## src/rtl/assay_scheduler.sv

```systemverilog
// assay_scheduler: steps N_CH assay channels through LOAD -> MIX -> WAIT_DET -> DETECT -> FLUSH
//   and shares the one fluorescence detector readout between them with round-robin priority.
// Latency: a start taken at edge t opens inlet_valve from t+1; a grant decided in cycle t gives DETECT at t+1.
// Backpressure: start is never stalled (a start to a busy channel is dropped and flagged on start_err);
//   channels wait only in WAIT_DET for the detector, and leave DETECT on det_ack.
// Ports:
//   clk, rst                  clock, asynchronous active-high reset
//   start[N_CH]               per-channel start pulse
//   load/mix/flush_cycles     phase durations, captured when a start is accepted (0 behaves as 1)
//   inlet_valve/mix_en/flush_valve[N_CH]  per-channel phase outputs
//   det_req, det_ch, det_ack  shared detector request, owner index, sample-complete pulse
//   busy[N_CH], done[N_CH]    channel not idle, one-cycle completion pulse
//   start_err                 one-cycle pulse, a start hit a busy channel
module assay_scheduler #(
  parameter int N_CH = 9,
  parameter int CW   = 8
) (
  input  logic            clk,
  input  logic            rst,
  input  logic [N_CH-1:0] start,
  input  logic [CW-1:0]   load_cycles,
  input  logic [CW-1:0]   mix_cycles,
  input  logic [CW-1:0]   flush_cycles,
  output logic [N_CH-1:0] inlet_valve,
  output logic [N_CH-1:0] mix_en,
  output logic [N_CH-1:0] flush_valve,
  output logic            det_req,
  output logic [3:0]      det_ch,
  input  logic            det_ack,
  output logic [N_CH-1:0] busy,
  output logic [N_CH-1:0] done,
  output logic            start_err
);

  typedef enum logic [2:0] {
    S_IDLE,
    S_LOAD,
    S_MIX,
    S_WAIT_DET,
    S_DETECT,
    S_FLUSH
  } state_t;

  localparam logic [3:0] LAST_CH = 4'(N_CH - 1);

  state_t          st        [N_CH];
  state_t          st_nxt    [N_CH];
  logic [CW-1:0]   cnt       [N_CH];
  logic [CW-1:0]   cnt_nxt   [N_CH];
  logic [CW-1:0]   mix_len   [N_CH];
  logic [CW-1:0]   flush_len [N_CH];
  logic [3:0]      rr_ptr;
  logic            det_busy;
  logic            grant_vld;
  logic [3:0]      grant_ch;
  logic [N_CH-1:0] active;

  // Counters run down to zero, so a phase of n cycles starts at n-1; a length of 0 runs one cycle.
  function automatic logic [CW-1:0] last_count(input logic [CW-1:0] n);
    return (n == '0) ? '0 : n - 1'b1;
  endfunction

  // Detector arbitration. A grant moves the winner straight into DETECT at the next edge,
  // so "a channel in DETECT" also covers "a grant is pending" and no separate flag is needed.
  always_comb begin
    det_busy  = 1'b0;
    grant_vld = 1'b0;
    grant_ch  = '0;
    for (int i = 0; i < N_CH; i++) begin
      if (st[i] == S_DETECT) det_busy = 1'b1;
    end
    // Upward search from the pointer with wrap: first the channels at or above it, then below it.
    for (int i = 0; i < N_CH; i++) begin
      if (!grant_vld && !det_busy && st[i] == S_WAIT_DET && 4'(i) >= rr_ptr) begin
        grant_vld = 1'b1;
        grant_ch  = 4'(i);
      end
    end
    for (int i = 0; i < N_CH; i++) begin
      if (!grant_vld && !det_busy && st[i] == S_WAIT_DET && 4'(i) < rr_ptr) begin
        grant_vld = 1'b1;
        grant_ch  = 4'(i);
      end
    end
  end

  // Per-channel next state and phase counter.
  always_comb begin
    for (int i = 0; i < N_CH; i++) begin
      st_nxt[i]  = st[i];
      cnt_nxt[i] = cnt[i];
      active[i]  = (st[i] != S_IDLE);
      case (st[i])
        S_IDLE: begin
          if (start[i]) begin
            st_nxt[i]  = S_LOAD;
            cnt_nxt[i] = last_count(load_cycles);
          end
        end
        S_LOAD: begin
          if (cnt[i] == '0) begin
            st_nxt[i]  = S_MIX;
            cnt_nxt[i] = last_count(mix_len[i]);
          end else begin
            cnt_nxt[i] = cnt[i] - 1'b1;
          end
        end
        S_MIX: begin
          if (cnt[i] == '0) begin
            st_nxt[i] = S_WAIT_DET;
          end else begin
            cnt_nxt[i] = cnt[i] - 1'b1;
          end
        end
        S_WAIT_DET: begin
          if (grant_vld && grant_ch == 4'(i)) st_nxt[i] = S_DETECT;
        end
        S_DETECT: begin
          if (det_ack) begin
            st_nxt[i]  = S_FLUSH;
            cnt_nxt[i] = last_count(flush_len[i]);
          end
        end
        S_FLUSH: begin
          if (cnt[i] == '0) begin
            st_nxt[i] = S_IDLE;
          end else begin
            cnt_nxt[i] = cnt[i] - 1'b1;
          end
        end
        default: begin
          st_nxt[i] = S_IDLE;
        end
      endcase
    end
  end

  // State, captured durations and all outputs. Outputs are decoded from the next state and
  // registered alongside it, so each one is a clean flop that tracks the state it describes.
  always_ff @(posedge clk or posedge rst) begin
    if (rst) begin
      for (int i = 0; i < N_CH; i++) begin
        st[i]        <= S_IDLE;
        cnt[i]       <= '0;
        mix_len[i]   <= '0;
        flush_len[i] <= '0;
      end
      rr_ptr      <= '0;
      inlet_valve <= '0;
      mix_en      <= '0;
      flush_valve <= '0;
      busy        <= '0;
      done        <= '0;
      det_req     <= 1'b0;
      det_ch      <= '0;
      start_err   <= 1'b0;
    end else begin
      for (int i = 0; i < N_CH; i++) begin
        st[i]  <= st_nxt[i];
        cnt[i] <= cnt_nxt[i];
        // The LOAD length goes straight into the counter; MIX and FLUSH lengths are held
        // here so later changes on the configuration inputs cannot reach a running channel.
        if (st[i] == S_IDLE && start[i]) begin
          mix_len[i]   <= mix_cycles;
          flush_len[i] <= flush_cycles;
        end
        inlet_valve[i] <= (st_nxt[i] == S_LOAD);
        mix_en[i]      <= (st_nxt[i] == S_MIX);
        flush_valve[i] <= (st_nxt[i] == S_FLUSH);
        busy[i]        <= (st_nxt[i] != S_IDLE);
        done[i]        <= (st[i] == S_FLUSH) && (st_nxt[i] == S_IDLE);
      end
      // Next cycle has an owner if a grant is issued now or the current owner is not acked.
      det_req <= grant_vld || (det_busy && !det_ack);
      // det_ch follows only grants, so it keeps the last owner while the detector is idle.
      if (grant_vld) begin
        det_ch <= grant_ch;
        rr_ptr <= (grant_ch == LAST_CH) ? 4'd0 : grant_ch + 4'd1;
      end
      start_err <= |(start & active);
    end
  end

endmodule

```

## config.mk

```make
export PLATFORM = sky130hd
export DESIGN_NAME = assay_scheduler
export DESIGN_NICKNAME = d
export VERILOG_FILES = /design/src/rtl/assay_scheduler.sv
export SDC_FILE = /design/constraint.sdc
export NUM_CORES = 1
export LEC_CHECK = 0
export CORE_MARGIN = 1
export CORE_UTILIZATION = 45
export DETAILED_ROUTE_END_ITERATION = 10
export GPL_ROUTABILITY_DRIVEN = 0
export SLEW_MARGIN = 10
export SYNTH_ARGS = -nofsm -noshare
export SYNTH_HDL_FRONTEND = slang
export SYNTH_SLANG_ARGS = --single-unit
```

## constraint.sdc

```tcl
create_clock -name clk -period 13.8 [get_ports clk]
set_input_delay 2.07 -clock clk [delete_from_list [all_inputs] [get_ports clk]]
set_output_delay 2.07 -clock clk [all_outputs]
set_load 0.01 [all_outputs]
```

==> flow_summary_export.csv, run 1 <==
group,metric,value,unit
yosys,synth-edff-count,0,
clocking,clkTransAtPathRegs,0.06,ns
detailed_routing,routed-wl-met3,3127,um
clocking,cts.sinks,298,
global_routing,grt_pass1_wl,86370,um
finish,multi_input_area,10040,sq um
detailed_routing,vias,15670,
timing,fmax,213.3,MHz
place,hpwlAfterDp,38730,um
worst_setup_path,worstPathArrival,5.11,ns
detailed_routing,wl_met2,24680,um
detailed_routing,top_layer_used,"met4",
job,maxCapViolCount,0,
finish,drive_above_1_share,10.71,%
global_routing,grtUsageTotal,27.29,%
timing,tightest_slew,1.162,ns
finish,layout_commonest_cell,"dfrtp_1",
power_and_ir_drop,vdd_drop_max,0.1232,mV
floorplanning,rows,73,
detailed_routing,wl_per_cell,21.34,um
clocking,clock_path_buffers,3,
yosys,netlist_instances,2025,
clocking,cts_tree,"yes",
yosys,ys_types,94,
floorplanning,die_area,41570,sq um
detailed_routing,totalWireLength,55830,um
worst_setup_path,end_kind,"flip-flop",
clocking,ctsRootBufferMaster,"clkbuf_16",
worst_setup_path,start_kind,"input pin",
power_and_ir_drop,power.leakage,8.388,nW
outcome,status,"finished clean",
clocking,cts-resized-gates,0,
timing,fin_crit_sh,33.97,%
detailed_routing,met1_length,25610,um
place,io_buffers,86,
worst_setup_path,path_class,"input pin to flip-flop",
timing,fin_skew,0.01287,ns
timing,min_period,4.688,ns
yosys,synth_seq_cells,298,
detailed_routing,drtPass1Iterations,6,
yosys,ys_seq_area_share,40.66,%
finish,final_cell_mix,"298 x dfrtp_1, 227 x nor2_1, 163 x nand2_1",
clocking,cts-hold-fix-buffers,0,
worst_setup_path,worst-path-max-fanout,9,
yosys,synth_top_area_cell,"dfrtp_1",
global_routing,overflow,0,
floorplanning,core,40010,sq um
power_and_ir_drop,p_per_area,188.5,nW/um^2
floorplanning,io_pins,87,
floorplanning,die_x,203.9,um
floorplanning,die_height,203.9,um
finish,fillerInstances,3781,
yosys,synth_nets,2116,
detailed_routing,drcViolationCount,0,
finish,area.growth.synth_to_final,13.09,%
timing,setup_tns,0,ns
power_and_ir_drop,p_seq_share,36.2,%
detailed_routing,drtAntennaViolNets,0,
yosys,synth_warnings,0,
clocking,numCtsBuffers,35,
finish,nets,2159,
timing,finalMaxSlewViolations,0,
yosys,synth_area,18340,sq um
power_and_ir_drop,clkPwrFrac,24.1,%
power_and_ir_drop,netSwitchingPower,0.001587,W
clocking,clkLatencyLatePin,0.54,ns
yosys,syn_area_per_cell,9.056,sq um
timing,rsz0062_at_grt,"false",
clocking,post_cts_buffers,0,
timing,maxSlewHeadroom,22.52,%
yosys,ys_dominant_reg_cell,"dfrtp_1",
finish,antennaDiodeCount,0,
worst_hold_path,worst_hold_path_type,"flip-flop to flip-flop",
detailed_routing,avgViaCountPerCell,5.990,
global_routing,grt_max_degree,100,
detailed_routing,drt_iter0_markers,1572,
yosys,yosys-top-cells-area,"dfrtp_1 41%, mux2_2 6.8%, nor2_1 4.7%, o21ai_0 4.4%, ha_1 3.8%",
floorplanning,start_util,45.84,%
global_routing,grt_pass1_vias,14690,
power_and_ir_drop,internal-power,0.002322,W
timing,hold_viol,0,
yosys,synthArstFlopShare,100.0,%
finish,final-seq-area,7457,sq um
power_and_ir_drop,p_comb_share,39.7,%
yosys,yosysTopAreaCellShare,40.66,%
power_and_ir_drop,swShare,40.60,%
worst_setup_path,required,14.22,ns
timing,finalSetupViolCount,0,
global_routing,antenna_found_initial,4,
clocking,htreeDepth,2,
timing,holdWs,0.4818,ns
synthesized netlist by cell type, types with 10 or more instances:
cell and n:
xnor2_1 77, nor3_1 71, xor2_1 44, a31oi_1 16, nor2_1 228, o31ai_1 18
nand3b_1 13, a211oi_1 25, ha_1 55, or3_1 24, nor3b_1 15, nand2_1 163
mux2_2 110, a21oi_1 103, nor4_1 38, clkbuf_1 63, nand3_1 15, o22ai_1 48
nand2b_1 22, inv_1 118, or4_1 18, nor4b_1 18, buf_2 19, a22o_1 10
a21o_1 13, a221oi_1 10, and2_1 16, o21ai_0 161, o221ai_1 30, dfrtp_1 298
worst paths after layout:
| kind | end | depth (start not counted) | slack (ns) | start |
|---|---|---|---|---|
| min in group asynchronous | mix_len[55]$_DFFE_PP0P_ | 2 | 2.01 | rst |
| max reg2reg | st[15]$_DFF_PP0_ | 7 | 10.20 | st[5]$_DFF_PP0_ |
| min | det_ch[0]$_DFFE_PP0P_ | 2 | 0.48 | det_ch[0]$_DFFE_PP0P_ |
| min reg2reg | det_ch[0]$_DFFE_PP0P_ | 2 | 0.48 | det_ch[0]$_DFFE_PP0P_ |
| max in group asynchronous | cnt[35]$_DFFE_PP0P_ | 4 | 9.46 | rst |
| max | cnt[37]$_DFFE_PP0P_ | 9 | 9.11 | load_cycles[0] |
cell families after synthesis:
| group | synth area share [%] |
|---|---|
| xor gates and xnor gates | 5.779 |
| DFF | 40.66 |
| AOI/OAI and AO/OA | 18.37 |
| muxes | 6.973 |
| adders and majority gates | 3.752 |
| buffers and inverters | 4.653 |
| and+or+nand+nor | 19.81 |
metrics by stage:
stage | power [W] | worst slack (ns) | util [%] | instances | instance area, sq um
global placement | 0.002915 | 8.630 | 48.93 | 2556 | 19580
floorplan | 0.002495 | 3.497 | - | 2025 | 18340
finish | 0.003909 | 9.112 | 51.84 | 2616 | 20740
global route | 0.004165 | 9.027 | 51.84 | 2616 | 20740
CTS | 0.003910 | 9.164 | 51.84 | 2616 | 20740
detailed placement | 0.002955 | 8.589 | 48.93 | 2556 | 19580
metal layers:
metal / track usage (%) / vias to the layer above
li1: - / 7399
met1: 39.32 / 7654
met2: 41.35 / 514
met3: 2.886 / 104
met4: 12.11 / 0
met5: 0 / -
sequential cells by signal (all words and copies together) (netlist names):
name         count
inlet_valve      9
mix_len         72
busy             9
det_req          1
flush_valve      9
det_ch           4
mix_en           9
start_err        1
rr_ptr           4
flush_len       72
cnt             72
done             9
st              27
power by group through the flow:
stage	sequential [W]	clock [W]	combinational, W
global route	0.00145	0.000996	0.00172
finish	0.00142	0.000941	0.00155
detailed placement	0.00142	0	0.00153
global placement	0.00141	0	0.00150
CTS	0.00141	0.000961	0.00154
floorplan	0.00131	0	0.00119
cell type report:
cell class,instances,share of cell area [%]
Clock buffer,48,5.001
Sequential cell,298,35.96
Inverter,121,2.226
Clock inverter,12,0.6153
Tap cell,525,3.167
Timing Repair Buffer,99,4.621
Multi-Input combinational cell,1513,48.41
critical path, stage by stage:
cell	delay (ns)
clkdlybuf4s50_1	0.46
inv_1	0.09
ha_1	0.18
or3b_1	0.45
nor3b_2	0.41
a21o_1	0.64
o22ai_1	0.18
or3_1	0.39
a22o_1	0.23
Note: power is estimated with default switching activity, not from simulation.
==> run 2, diff against run 1 <==
==> constraint.sdc (replaced) <==
create_clock -name clk -period 4.65 [get_ports clk]
set_input_delay 0.6975 -clock clk [delete_from_list [all_inputs] [get_ports clk]]
set_output_delay 0.6975 -clock clk [all_outputs]
set_load 0.01 [all_outputs]
==> run 2 against run 1 <==
Compared with the run above: via count is essentially flat; combinational power grew to 3.0 times the previous value; cell count grew 0.42%; cell area grew 1.1%; clock skew shrank 0.0010 ns; sequential power grew to 3.0 times the previous value; sequential cell count is the same; worst hold slack gained 0.0017 ns; clock power grew to 3.3 times the previous value; critical path type is now flip-flop to flip-flop; critical endpoint is now st[24]$_DFF_PP0_.
==> flow_summary_export.csv, run 2 (synthesized netlist as in run 1, its figures left out) <==
group,metric,value,unit
outcome,status,"finished clean",
global_routing,grtUsageTotal,27.69,%
clocking,post_cts_buffers,0,
finish,nets,2168,
finish,fin_util,52.41,%
finish,final_area,20970,sq um
timing,finalMaxSlewViolations,0,
finish,multi_input_area,10040,sq um
detailed_routing,wl_per_cell,21.52,um
power_and_ir_drop,power.leakage,8.499,nW
global_routing,antenna_found_initial,8,
timing,min_period,3.417,ns
clocking,clock_path_buffers,3,
worst_setup_path,path_class,"flip-flop to flip-flop",
worst_hold_path,hold_end,"det_ch[1]$_DFFE_PP0P_",
floorplanning,die_height,203.9,um
timing,finalSetupViolCount,0,
worst_setup_path,r2r-end,"st[24]$_DFF_PP0_",
finish,final-seq-area,7457,sq um
global_routing,grt_pass1_wl,87920,um
timing,fin_crit_sh,73.48,%
clocking,cts_tree,"yes",
job,maxCapViolCount,0,
timing,rsz0062_at_grt,"false",
detailed_routing,avgViaCountPerCell,5.967,
clocking,cts.sinks,298,
timing,setup_tns,0,ns
detailed_routing,drtPass1Iterations,6,
timing,maxSlewHeadroom,23.34,%
finish,largest_registers,"cnt x72, flush_len x72, mix_len x72",
worst_setup_path,required,5.04,ns
place,io_buffers,86,
detailed_routing,drcViolationCount,0,
floorplanning,die_area,41570,sq um
finish,antennaDiodeCount,0,
timing,fmax,292.7,MHz
clocking,clkTransAtPathRegs,0.06,ns
global_routing,grt_max_degree,110,
worst_hold_path,worst_hold_path_type,"flip-flop to flip-flop",
timing,tightest_slew,1.146,ns
floorplanning,die_x,203.9,um
clocking,htreeDepth,2,
clocking,cts-resized-gates,0,
floorplanning,rows,73,
worst_setup_path,start_kind,"flip-flop",
worst_hold_path,worstHoldPathCells,2,
finish,fillerInstances,3708,
clocking,ctsRootBufferMaster,"clkbuf_16",
worst_setup_path,end_kind,"flip-flop",
worst_setup_path,rrSetupSlack,1.23,ns
worst_hold_path,hold_path.startpoint,"det_ch[1]$_DFFE_PP0P_",
detailed_routing,totalWireLength,56520,um
global_routing,grt_pass1_vias,14900,
finish,drive_above_1_share,11.23,%
detailed_routing,drtAntennaViolNets,0,
timing,fin_skew,0.01186,ns
place,dp.cells,2564,
clocking,numCtsBuffers,36,
floorplanning,io_pins,87,
timing,hold_viol,0,
global_routing,overflow,0,
clocking,clkLatencyLatePin,0.55,ns
place,place_area,19660,sq um
detailed_routing,vias,15680,
finish,final_cell_mix,"298 x dfrtp_1, 226 x nor2_1, 163 x nand2_1",
finish,layout_commonest_cell,"dfrtp_1",
power_and_ir_drop,power.total,0.01194,W
clocking,cts-hold-fix-buffers,0,
floorplanning,start_util,45.84,%
worst_setup_path,worst-path-max-fanout,14,
place,hpwlAfterDp,39470,um
detailed_routing,drt_iter0_markers,1640,
power_and_ir_drop,p_per_area,569.4,nW/um^2
worst_setup_path,worstPathArrival,3.81,ns
finish,area.growth.synth_to_final,14.32,%
worst_setup_path,r2r-start,"st[5]$_DFF_PP0_",
power_and_ir_drop,vdd_drop_max,0.3125,mV
finish,fin_cells,2627,
worst_setup_path,worst_r2r_path_depth,7,
floorplanning,core,40010,sq um
-- run 2: cell count changes in the layout (fill, tap and decap cells not counted), sizes merged --
cell      previous run  this run
clkinvlp             1         2
inv                119       117
bufinv               2         8
clkinv              11        10
clkbuf              48        47
buf                 13        21
-- run 2: where the power goes --
part | total (W) | leakage (nW) | switching, W | internal (W)
logic | 0.00461 | 4.25 | 0.00266 | 0.00195
registers | 0.00419 | 3.60 | 0.000902 | 0.00329
clock network | 0.00313 | 0.644 | 0.00115 | 0.00199
total | 0.0119 | 8.50 | 0.00470 | 0.00723
-- run 2: worst max-delay path by stage --
stage | endpoint | cells after the start | start
2_1_floorplan | busy[0]$_DFF_PP0_ | 1 | rst
3_3_place_gp | cnt[62]$_DFFE_PP0P_ | 9 | load_cycles[0]
3_5_place_dp | cnt[62]$_DFFE_PP0P_ | 9 | load_cycles[0]
4_1_cts | st[24]$_DFF_PP0_ | 7 | st[5]$_DFF_PP0_
5_1_grt | rr_ptr[0]$_DFFE_PP0P_ | 10 | rr_ptr[2]$_DFFE_PP0P_
6_report | st[24]$_DFF_PP0_ | 7 | st[5]$_DFF_PP0_
-- run 2: metal layers --
layer  track usage, %  routed length (um)  up-vias
li1                 -                   -     7403
met1            39.47               25580     7627
met2            41.21               24610      528
met3            4.353                3825      116
met4            12.65                2497        2
met5                0                  14        -
-- run 2: through the flow --
stage | setup WS [ns] | hold slack, ns
CTS | 1.299 | 0.4915
finish | 1.233 | 0.4835
global route | 1.058 | 0.5218
global placement | 1.086 | 0.4704
floorplan | -0.006580 | 0.4611
detailed placement | 1.085 | 0.4781
-- run 2: layout make-up --
cell class | instances | area share (%)
clock buffer | 47 | 4.882
clock inverter | 16 | 1.349
inverter | 121 | 2.184
multi-input combinational | 1513 | 47.91
sequential | 298 | 35.57
tap | 525 | 3.133
timing repair buffer | 107 | 4.977
-- run 2: worst max-delay path, cell delays in order, from the launching register on --
cell and delay [ns]:
dfrtp_1 0.65, nor3b_1 0.80, nor3_1 0.14, nand3_2 0.21, and2b_2 0.29, a31oi_4 0.53
and3_1 0.47, o221ai_1 0.16
